<file path="src/rtl/alu_sequencer_pkg.sv">
// Shared definitions for the ALU issue sequencer: default sizes, ALU
// operation codes and the sequencer state encoding.
package alu_sequencer_pkg;

  localparam int DEF_MEMORY_WORD_SIZE = 8;
  localparam int DEF_RAM_SIZE         = 256;
  localparam int DEF_OPERATOR_SIZE    = 2;

  localparam logic [1:0] ALU_OP_AND = 2'd0;
  localparam logic [1:0] ALU_OP_OR  = 2'd1;
  localparam logic [1:0] ALU_OP_XOR = 2'd2;

  typedef enum logic [2:0] {
    SEQ_IDLE  = 3'd0,
    SEQ_RD_A  = 3'd1,
    SEQ_RD_B  = 3'd2,
    SEQ_LAT_B = 3'd3,
    SEQ_EXEC  = 3'd4,
    SEQ_WB    = 3'd5
  } seq_state_t;

endpackage

</file>
<file path="src/rtl/alu_sequencer.sv">
// Issue-side controller for the external combinational ALU. Accepts one
// command, reads both operands from the synchronous data RAM, presents
// them to the ALU from registers and writes the result back to dst.
module alu_sequencer
  import alu_sequencer_pkg::*;
#(
  parameter int  MEMORY_WORD_SIZE = DEF_MEMORY_WORD_SIZE,
  parameter int  RAM_SIZE         = DEF_RAM_SIZE,
  parameter int  OPERATOR_SIZE    = DEF_OPERATOR_SIZE,
  localparam int ADDR_W           = $clog2(RAM_SIZE)
) (
  input  logic                        clk,
  input  logic                        reset_n,
  input  logic                        cmd_valid,
  output logic                        cmd_ready,
  input  logic [OPERATOR_SIZE-1:0]    cmd_op,
  input  logic [ADDR_W-1:0]           cmd_src_a,
  input  logic [ADDR_W-1:0]           cmd_src_b,
  input  logic [ADDR_W-1:0]           cmd_dst,
  output logic [ADDR_W-1:0]           mem_addr,
  output logic                        mem_rd_en,
  input  logic [MEMORY_WORD_SIZE-1:0] mem_rdata,
  output logic                        mem_wr_en,
  output logic [MEMORY_WORD_SIZE-1:0] mem_wdata,
  output logic [MEMORY_WORD_SIZE-1:0] alu_operand_a,
  output logic [MEMORY_WORD_SIZE-1:0] alu_operand_b,
  output logic [OPERATOR_SIZE-1:0]    alu_operation,
  input  logic [MEMORY_WORD_SIZE-1:0] alu_result,
  output logic                        busy,
  output logic                        done,
  output logic                        illegal_op,
  output logic [MEMORY_WORD_SIZE-1:0] last_result
);

  seq_state_t state, next_state;

  logic [OPERATOR_SIZE-1:0]    op_reg;
  logic [ADDR_W-1:0]           src_a_reg;
  logic [ADDR_W-1:0]           src_b_reg;
  logic [ADDR_W-1:0]           dst_reg;
  logic [MEMORY_WORD_SIZE-1:0] op_a;
  logic [MEMORY_WORD_SIZE-1:0] op_b;
  logic [MEMORY_WORD_SIZE-1:0] res;
  logic                        op_legal;

  assign op_legal = (op_reg == OPERATOR_SIZE'(ALU_OP_AND)) ||
                    (op_reg == OPERATOR_SIZE'(ALU_OP_OR))  ||
                    (op_reg == OPERATOR_SIZE'(ALU_OP_XOR));

  assign alu_operand_a = op_a;
  assign alu_operand_b = op_b;
  assign alu_operation = op_reg;

  // State register; reset aborts any command in flight.
  always_ff @(posedge clk or negedge reset_n) begin
    if (!reset_n) state <= SEQ_IDLE;
    else          state <= next_state;
  end

  // Walk the fixed read/execute/writeback sequence, one state per cycle.
  always_comb begin
    next_state = state;
    case (state)
      SEQ_IDLE:  if (cmd_valid) next_state = SEQ_RD_A;
      SEQ_RD_A:  next_state = SEQ_RD_B;
      SEQ_RD_B:  next_state = SEQ_LAT_B;
      SEQ_LAT_B: next_state = SEQ_EXEC;
      SEQ_EXEC:  next_state = SEQ_WB;
      SEQ_WB:    next_state = SEQ_IDLE;
      default:   next_state = SEQ_IDLE;
    endcase
  end

  // Datapath registers: command latch, operand capture, result and history.
  always_ff @(posedge clk or negedge reset_n) begin
    if (!reset_n) begin
      op_reg      <= '0;
      src_a_reg   <= '0;
      src_b_reg   <= '0;
      dst_reg     <= '0;
      op_a        <= '0;
      op_b        <= '0;
      res         <= '0;
      last_result <= '0;
    end else begin
      if (state == SEQ_IDLE && cmd_valid) begin
        op_reg    <= cmd_op;
        src_a_reg <= cmd_src_a;
        src_b_reg <= cmd_src_b;
        dst_reg   <= cmd_dst;
      end
      if (state == SEQ_RD_B)  op_a <= mem_rdata;
      if (state == SEQ_LAT_B) op_b <= mem_rdata;
      if (state == SEQ_EXEC)  res  <= alu_result;
      if (state == SEQ_WB)    last_result <= op_legal ? res : '0;
    end
  end

  // Moore outputs decoded from state and registers only.
  always_comb begin
    cmd_ready  = 1'b0;
    busy       = 1'b1;
    mem_addr   = '0;
    mem_rd_en  = 1'b0;
    mem_wr_en  = 1'b0;
    mem_wdata  = '0;
    done       = 1'b0;
    illegal_op = 1'b0;
    case (state)
      SEQ_IDLE: begin
        cmd_ready = 1'b1;
        busy      = 1'b0;
      end
      SEQ_RD_A: begin
        mem_rd_en = 1'b1;
        mem_addr  = src_a_reg;
      end
      SEQ_RD_B: begin
        mem_rd_en = 1'b1;
        mem_addr  = src_b_reg;
      end
      SEQ_WB: begin
        mem_addr   = dst_reg;
        mem_wr_en  = op_legal;
        mem_wdata  = res;
        done       = 1'b1;
        illegal_op = !op_legal;
      end
      default: ;
    endcase
  end

endmodule

</file>
<file path="config.mk">
export PLATFORM = sky130hd
export DESIGN_NAME = alu_sequencer
export DESIGN_NICKNAME = d
export VERILOG_FILES = /design/src/rtl/alu_sequencer_pkg.sv /design/src/rtl/alu_sequencer.sv
export SDC_FILE = /design/constraint.sdc
export NUM_CORES = 1
export LEC_CHECK = 0
export BUFFER_PORTS_ARGS = -buffer_cell sky130_fd_sc_hd__buf_2
export CAP_MARGIN = 10
export CORE_MARGIN = 1
export CORE_UTILIZATION = 49
export DETAILED_ROUTE_END_ITERATION = 10
export HOLD_SLACK_MARGIN = 0.15
export PLACE_DENSITY = 0.86
export SYNTH_ARGS = -nofsm -noshare
export SYNTH_HDL_FRONTEND = slang
export SYNTH_SLANG_ARGS = --single-unit
export TNS_END_PERCENT = 50
</file>
<file path="constraint.sdc">
create_clock -name clk -period 1.8 [get_ports clk]
set_clock_uncertainty 0.05 [all_clocks]
set_input_delay 0.09 -clock clk [delete_from_list [all_inputs] [get_ports clk]]
set_output_delay 0.09 -clock clk [all_outputs]
set_load 0.05 [all_outputs]
</file>
==> out/results.ini, run 1 <==
[finish]
nets = 371
stdcell_count = 401
fillers = 324
final_area_um2 = 3990
area_growth_pct = 49.8
multi_input_area_um2 = 1100
drive_gt1_share_pct = 57.1
diodes = 0
register_area_um2 = 1530

[clock_network]
cts_tree = yes
clkSlewWorstSetupHoldPaths_ns = 0.07
clockRootBuffer = clkbuf_8
cts_made_buffers = 9
clockBufferDepth = 2
cts_num_sinks = 61
clock_latency_ns = 0.32
h-tree-depth = 3

[power_and_ir_drop]
power_density_nw_per_um2 = 2100
design_power_total_mw = 8.38
leakage_nw = 1.85
ir_drop_uv = 1250

[synth]
synth_compound_area_share_pct = 6.11
synth_xor_area_share_pct = 0
yosysUniqueCellTypes = 26
syn_area_um2 = 2660
synth_top_cell_by_area = dfrtp_1
synth_top_family_by_area = multiplexers
synth_top_area_share_pct = 57.3
synthAdderAreaFrac_pct = 0
synth-simple-area-share_pct = 5.83
yosys_warnings = 0
synth.avg_cell_area_um2 = 14.8
yosys-top-cells-area = dfrtp_1, mux2_2, mux2i_1
syn_inst = 180
seq_area_frac_synth_pct = 57.3
ys_ff_latch = 61
synthMuxAreaShare_pct = 27.5
synth_nets = 225

[critical_path]
cp-start-kind = flip-flop
critPathMaxStageDelay_ns = 0.46
path_class = reg2out
arrival_ns = 1.60
crit_chain = buf_4 -> or3_1 -> inv_1 -> clkbuf_4
crit_required_ns = 1.66
crit_fanout = 8
critPathBufInv = 3
crit_slowest_cell = dfrtp_2
endpoint_kind = output pin
path_delay_family = buffers and inverters

[timing]
fin_crit_sh_pct = 96.6
drv_slew = 0
setup_viol = 0
whs_ns = 0.252
fin_crit_ns = 1.74
max_slew.worst_pin.slew_ns = 0.600
fmax_ghz = 0.575
slew_headroom_pct = 60.0
finalHoldViolCount = 0

[hold_path]
min_path_type = in2async

[placed_design]
place_congestion = 0.749
numPortBuffers = 92
place_area_um2 = 3280
placed_cells = 339
dpl.hpwl_um = 3810

[die]
die-area_um2 = 5730
start_util_pct = 51.5
fp.dieW_um = 75.7
die_h_um = 75.7
rows = 26
io_pins = 93
coreArea_um2 = 5170

[routing]
routed_wirelength_um = 6390
vias = 2000
antenna_left = 0
drc = 0
wire_per_inst_um = 15.9
routed_via_density = 4.99
drtPass1Iterations = 4
drt-initial-drc-count = 33

[global_route]
grt_pass1_vias = 2151
antenna_found_initial = 0
grt-ovfl-total = 0
grt_usage_pct = 23.9
grt_pass1_wl_um = 9740
grt_start_max_net_pins = 36

[status]
outcome = finished clean

[flow_run]
cap_violations = 0

-- cells by family after synthesis --
group                  after synthesis
buffers and inverters               13
muxes                               66
and+or+nand+nor                     19
DFF                                 61
AOI/OAI and AO/OA                   21
-- path summary, 6_finish.rpt --
kind / depth (start not counted) / to / slack [ns] / from
setup / recovery: 4 / cmd_ready / 0.06 / state[2]$_DFFE_PN0P_
hold / removal: 2 / alu_operand_b[5]$_DFFE_PN0N_ / 0.25 / reset_n
setup reg to reg: 4 / src_b_reg[5]$_DFFE_PN0P_ / 0.09 / state[1]$_DFFE_PN0P_
hold reg to reg: 1 / src_a_reg[3]$_DFFE_PN0P_ / 0.45 / src_a_reg[3]$_DFFE_PN0P_
max in group asynchronous: 3 / state[1]$_DFFE_PN0P_ / 0.84 / reset_n
min in group clk: 1 / src_a_reg[3]$_DFFE_PN0P_ / 0.45 / src_a_reg[3]$_DFFE_PN0P_
-- layer usage --
layer  routed length, µm  share of wire [%]  vias up  global-route usage [%]
met1                2600                 41      970                    26.6
met3                 281                4.4       20                    6.08
met4                 163                2.6        0                    12.6
met5                   0                  0        -                       0
met2                3350                 52       68                    42.4
li1                    -                  -      942                       -
-- power breakdown --
part / switching (mW) / internal [mW] / total, mW
registers: 0.529 / 2.09 / 2.62
clock network: 0.490 / 0.667 / 1.16
logic: 2.86 / 1.74 / 4.60
total: 3.88 / 4.50 / 8.38
-- metrics by stage --
step / setup WS, ns / TNS [ns] / util, %
finish: 0.0617 / 0 / 77.1
global placement: 0.205 / 0 / 63.4
CTS: 0.00403 / 0 / 76.4
global route: -0.0136 / -0.0153 / 77.1
detailed placement: 0.151 / 0 / 63.4
floorplan: -0.0856 / -0.841 / -
-- what timing repair did --
action	CTS	global route
hold endpoints to repair	77	0
setup endpoints to repair	18	14
hold buffers	44	0
gates resized for setup	17	8
buffers inserted	0	2
pin swaps	0	0
-- cells in the mapped netlist --
| master | n |
|---|---|
| dfrtp_1 | 61 |
| mux2_2 | 57 |
| a21boi_0 | 9 |
| and2_1 | 8 |
| mux2i_1 | 8 |
| o2bb2ai_1 | 8 |
| buf_4 | 3 |
| buf_6 | 3 |
| clkbuf_1 | 3 |
| a21oi_1 | 2 |
| buf_2 | 2 |
| nand2b_1 | 2 |
| a211oi_1 | 1 |
| and3_1 | 1 |
| and3b_1 | 1 |
| buf_1 | 1 |
| inv_1 | 1 |
| mux2_1 | 1 |
| nand2_1 | 1 |
| nand3b_1 | 1 |
| nor3_1 | 1 |
| nor3b_2 | 1 |
| nor3b_4 | 1 |
| nor4b_4 | 1 |
| o21bai_1 | 1 |
| or3_1 | 1 |
-- cells in the final DEF (no fill, tap or decap), drive strengths merged --
cell type and instances:
buf 97, dfrtp 61, mux2 58, dlygate4sd3 44
clkbuf 17, a21boi 9, mux2i 8, and2 8
o2bb2ai 8, clkinv 4, nand2b 2, a21oi 2
nor3b 2, and3b 1, or3 1, inv 1
and3 1, nor4b 1, nand3b 1, nor3 1
a211oi 1, nand2 1, o21bai 1, bufinv 1
-- cell type report --
type / count / share of cell area [%]
repair buffers: 147 / 27.0
inverters: 1 / 0.0941
clock buffers: 11 / 3.55
clock inverters: 5 / 1.26
multi-input cells: 106 / 27.5
well taps: 70 / 2.20
flip-flops and latches: 61 / 38.4
Power figures use the tool's default switching activity.
==> inputs of run 2 (changes only) <==
BUFFER_PORTS_ARGS = not set   (was -buffer_cell sky130_fd_sc_hd__buf_2)
CORE_UTILIZATION = 58   (was 49)
DONT_BUFFER_PORTS = 1   (was not set)
PLACE_DENSITY = 0.81   (was 0.86)
==> out/results.ini, run 2 <==
[global_route]
antenna_found_initial = 0
grt_start_max_net_pins = 62

[die]
io_pins = 93  ; unchanged
start_util_pct = 60.7  ; +9.3 points
rows = 24  ; -7.7%
fp.dieW_um = 69.8  ; -7.9%
die_h_um = 69.8  ; -7.9%

[synth]
yosys_warnings = 0  ; unchanged
synth_top_cell_by_area = dfrtp_1
yosys-top-cells-area = dfrtp_1, mux2_2, mux2i_1
yosysUniqueCellTypes = 26  ; unchanged
synth_nets = 225  ; unchanged
synth_most_common_cell = dfrtp_1
syn_area_um2 = 2660  ; unchanged
synth.top_cells.by_count = dfrtp_1, mux2_2, a21boi_0
seq_area_frac_synth_pct = 57.3  ; unchanged
synth.avg_cell_area_um2 = 14.8  ; unchanged
async_flop_share_pct = 100  ; unchanged
syn_inst = 180  ; unchanged
synth_edf_count = 0  ; unchanged
ys_ff_latch = 61  ; unchanged
synthFlopType = dfrtp_1
synth_top_area_share_pct = 57.3  ; unchanged

[clock_network]
clockBufferDepth = 2  ; unchanged
h-tree-depth = 3  ; unchanged
cts_num_sinks = 61  ; unchanged
cts_made_buffers = 9  ; unchanged
clockRootBuffer = clkbuf_8

[timing]
worstEpCategory = primary output
postGrtWorstEndpoint = mem_addr[2]

[status]
outcome = stopped before the end
lastStage = 5_1_grt
stop_error = [ERROR DPL-0033] detailed placement checks failed during check placement.

[placed_design]
dpl.hpwl_um = 4130  ; +8.2%
numPortBuffers = 0  ; -100%
place_congestion = 0.717  ; -4.2%

-- run 2: repair_timing --
action / CTS
hold buffers: 45
resized for setup: 16
buffers inserted: 8
endpoints found under the hold margin: 112
cloned: 1
endpoints found under the setup margin: 19
pin swaps: 1
-- run 2: per-stage QoR --
step                      setup TNS (ns)  setup WS, ns  instances  hold slack [ns]  cell area [µm²]
after global placement                 0         0.227        251           -0.254             3150
after detailed placement               0         0.150        251           -0.254             3150
after CTS                        -0.0144      -0.00947        321            0.223             3960
after floorplan                   -0.841       -0.0856        180           -0.256             2710
-- run 2: logic make-up after synthesis --
| kind of cell | synth area share, % |
|---|---|
| AO/OA/AOI/OAI | 6.11 |
| buffers and inverters | 3.20 |
| flip-flops | 57.3 |
| multiplexers | 27.5 |
| AND/OR/NAND/NOR | 5.83 |
==> inputs of run 3 (changes only) <==
CORE_UTILIZATION = 40   (was 58)
HOLD_SLACK_MARGIN = not set   (was 0.15)
PLACE_DENSITY = not set   (was 0.81)
PLACE_DENSITY_LB_ADDON = 0.15   (was not set)
==> out/results.ini, run 3 (synthesized netlist as in run 1, its figures left out) <==
[die]
start_util_pct = 41.7  ; -19 points
io_pins = 93  ; unchanged
coreArea_um2 = 6390
fp.dieW_um = 83.6  ; +20%
rows = 29  ; +21%
die_h_um = 83.6  ; +20%
die-area_um2 = 6990

[status]
outcome = finished clean

[critical_path]
r2r-start = state[1]$_DFFE_PN0P_
crit_slowest_cell = dfrtp_2
arrival_ns = 1.62
crit_chain = nor3b_4 -> buf_6 -> o2bb2ai_1 -> buf_12
path_delay_family = flip-flops
crit_required_ns = 1.66
critPathMaxStageDelay_ns = 0.48
cp-start-kind = flip-flop
endpoint_kind = output pin
crit_fanout = 8
rrSetupSlack_ns = 0.10
critPathBufInv = 2
startpoint = state[0]$_DFFE_PN0P_
r2r_cells = 4
path_class = reg2out
cp.depth = 4
r2r-end = src_b_reg[0]$_DFFE_PN0P_
crit_end = mem_addr[0]

[timing]
fin_crit_ns = 1.76
setup_viol = 0
finalHoldViolCount = 0
slew_headroom_pct = 66.8
rsz0062_at_grt = true
fmax_ghz = 0.568
drv_slew = 0
max_slew.worst_pin.slew_ns = 0.498
setup_slack_ns = 0.0385
fin_crit_sh_pct = 97.9

[clock_network]
clockRootBuffer = clkbuf_8
h-tree-depth = 3  ; unchanged
cts_tree = yes
cts_made_buffers = 9  ; unchanged
clkSlewWorstSetupHoldPaths_ns = 0.06
cts_num_sinks = 61  ; unchanged
clockBufferDepth = 2  ; unchanged
clock_latency_ns = 0.32

[placed_design]
pre_cts_ws_ns = 0.182  ; +0.0312 ns
place_congestion = 0.697  ; -2.8%
place_area_um2 = 3180  ; +0.99%
numPortBuffers = 0  ; unchanged
dpl.hpwl_um = 3800  ; -8.0%

[flow_run]
cap_violations = 0

[finish]
drive_gt1_share_pct = 46.2
area_growth_pct = 46.1
register_area_um2 = 1530
mostFrequentLayoutCells = dfrtp_1, mux2_2, dlygate4sd3_1
nets = 307
final_area_um2 = 3890
final_common_cell = dfrtp_1
fillers = 515
diodes = 0
multi_input_area_um2 = 1100

[power_and_ir_drop]
p_sw_mw = 3.81
seqPwrFrac_pct = 41.8
power_frac_clock_pct = 12.9
power_density_nw_per_um2 = 2170
design_power_total_mw = 8.44
combPwrFrac_pct = 45.3
ir_drop_uv = 1270
internal_power_mw = 4.62
leakage_nw = 1.64
swShare_pct = 45.2

[hold_path]
min_path_type = in2reg

[routing]
routed_wirelength_um = 5910
drtPass1Iterations = 4
drc = 0
wire_per_inst_um = 17.2
vias = 1772
drt-initial-drc-count = 91
antenna_left = 0
routed_via_density = 5.17

[global_route]
grt_pass1_vias = 1882
grt-ovfl-total = 0
antenna_found_initial = 0
grt_usage_pct = 17.3
grt_pass1_wl_um = 9270
grt_start_max_net_pins = 62

[run 3: per-layer routing]
| layer | share of wire [%] | vias to the layer above | track usage, % |
|---|---|---|---|
| met2 | 52 | 64 | 28.7 |
| li1 | - | 812 | - |
| met3 | 6.1 | 7 | 5.34 |
| met5 | 0 | - | 0 |
| met1 | 41 | 889 | 20.6 |
| met4 | 1.4 | 0 | 8.01 |
[run 3: power groups by stage]
stage / clock [mW] / combinational, mW / sequential, mW
3_3_place_gp: 0 / 3.47 / 3.60
6_report: 1.09 / 3.82 / 3.53
2_1_floorplan: 0 / 2.52 / 3.46
5_1_grt: 1.19 / 4.04 / 3.62
3_5_place_dp: 0 / 3.55 / 3.66
4_1_cts: 1.13 / 3.69 / 3.64
[run 3: tightest hold or removal path, delay by kind of cell]
kind	cells	cell delay, ns
AND/OR/NAND/NOR	1	0.12
buffers and inverters	1	0.15
multiplexers	1	0.21
[run 3: worst min-delay path by stage]
stage                                   endpoint  slack [ns]       from  cells after the start
global placement    alu_operand_b[1]$_DFFE_PN0N_       -0.25    reset_n                      0
CTS                     src_a_reg[3]$_DFFE_PN0P_        0.22  cmd_valid                      3
finish                  src_a_reg[3]$_DFFE_PN0P_        0.23  cmd_valid                      3
detailed placement    last_result[4]$_DFFE_PN0N_       -0.25    reset_n                      0
global route            src_a_reg[3]$_DFFE_PN0P_        0.22  cmd_valid                      3
floorplan           alu_operand_a[0]$_DFFE_PN0N_       -0.26    reset_n                      0
[run 3: repair_timing]
action,in CTS,in global routing
buffers inserted,0,6
endpoints found under the hold margin,112,0
endpoints found under the setup margin,18,13
hold buffers,45,0
resized for setup,5,3
cloned,0,1
pin swaps,0,1
[run 3: final cells by class]
cell class | instances | area share [%]
clock buffer | 14 | 4.44
timing repair buffer | 83 | 25.2
inverter | 1 | 0.0965
multi-input combinational | 106 | 28.3
tap | 77 | 2.48
sequential | 61 | 39.3
clock inverter | 1 | 0.129
[run 3: stage by stage]
| stage | hold WS, ns | setup TNS (ns) | std cells | utilization [%] |
|---|---|---|---|---|
| CTS | 0.220 | 0 | 336 | 60.1 |
| detailed placement | -0.254 | 0 | 276 | 49.8 |
| finish | 0.232 | 0 | 343 | 60.9 |
| global placement | -0.254 | 0 | 276 | 49.8 |
| floorplan | -0.256 | -0.841 | 180 | - |
| global route | 0.222 | -0.0582 | 343 | 60.9 |
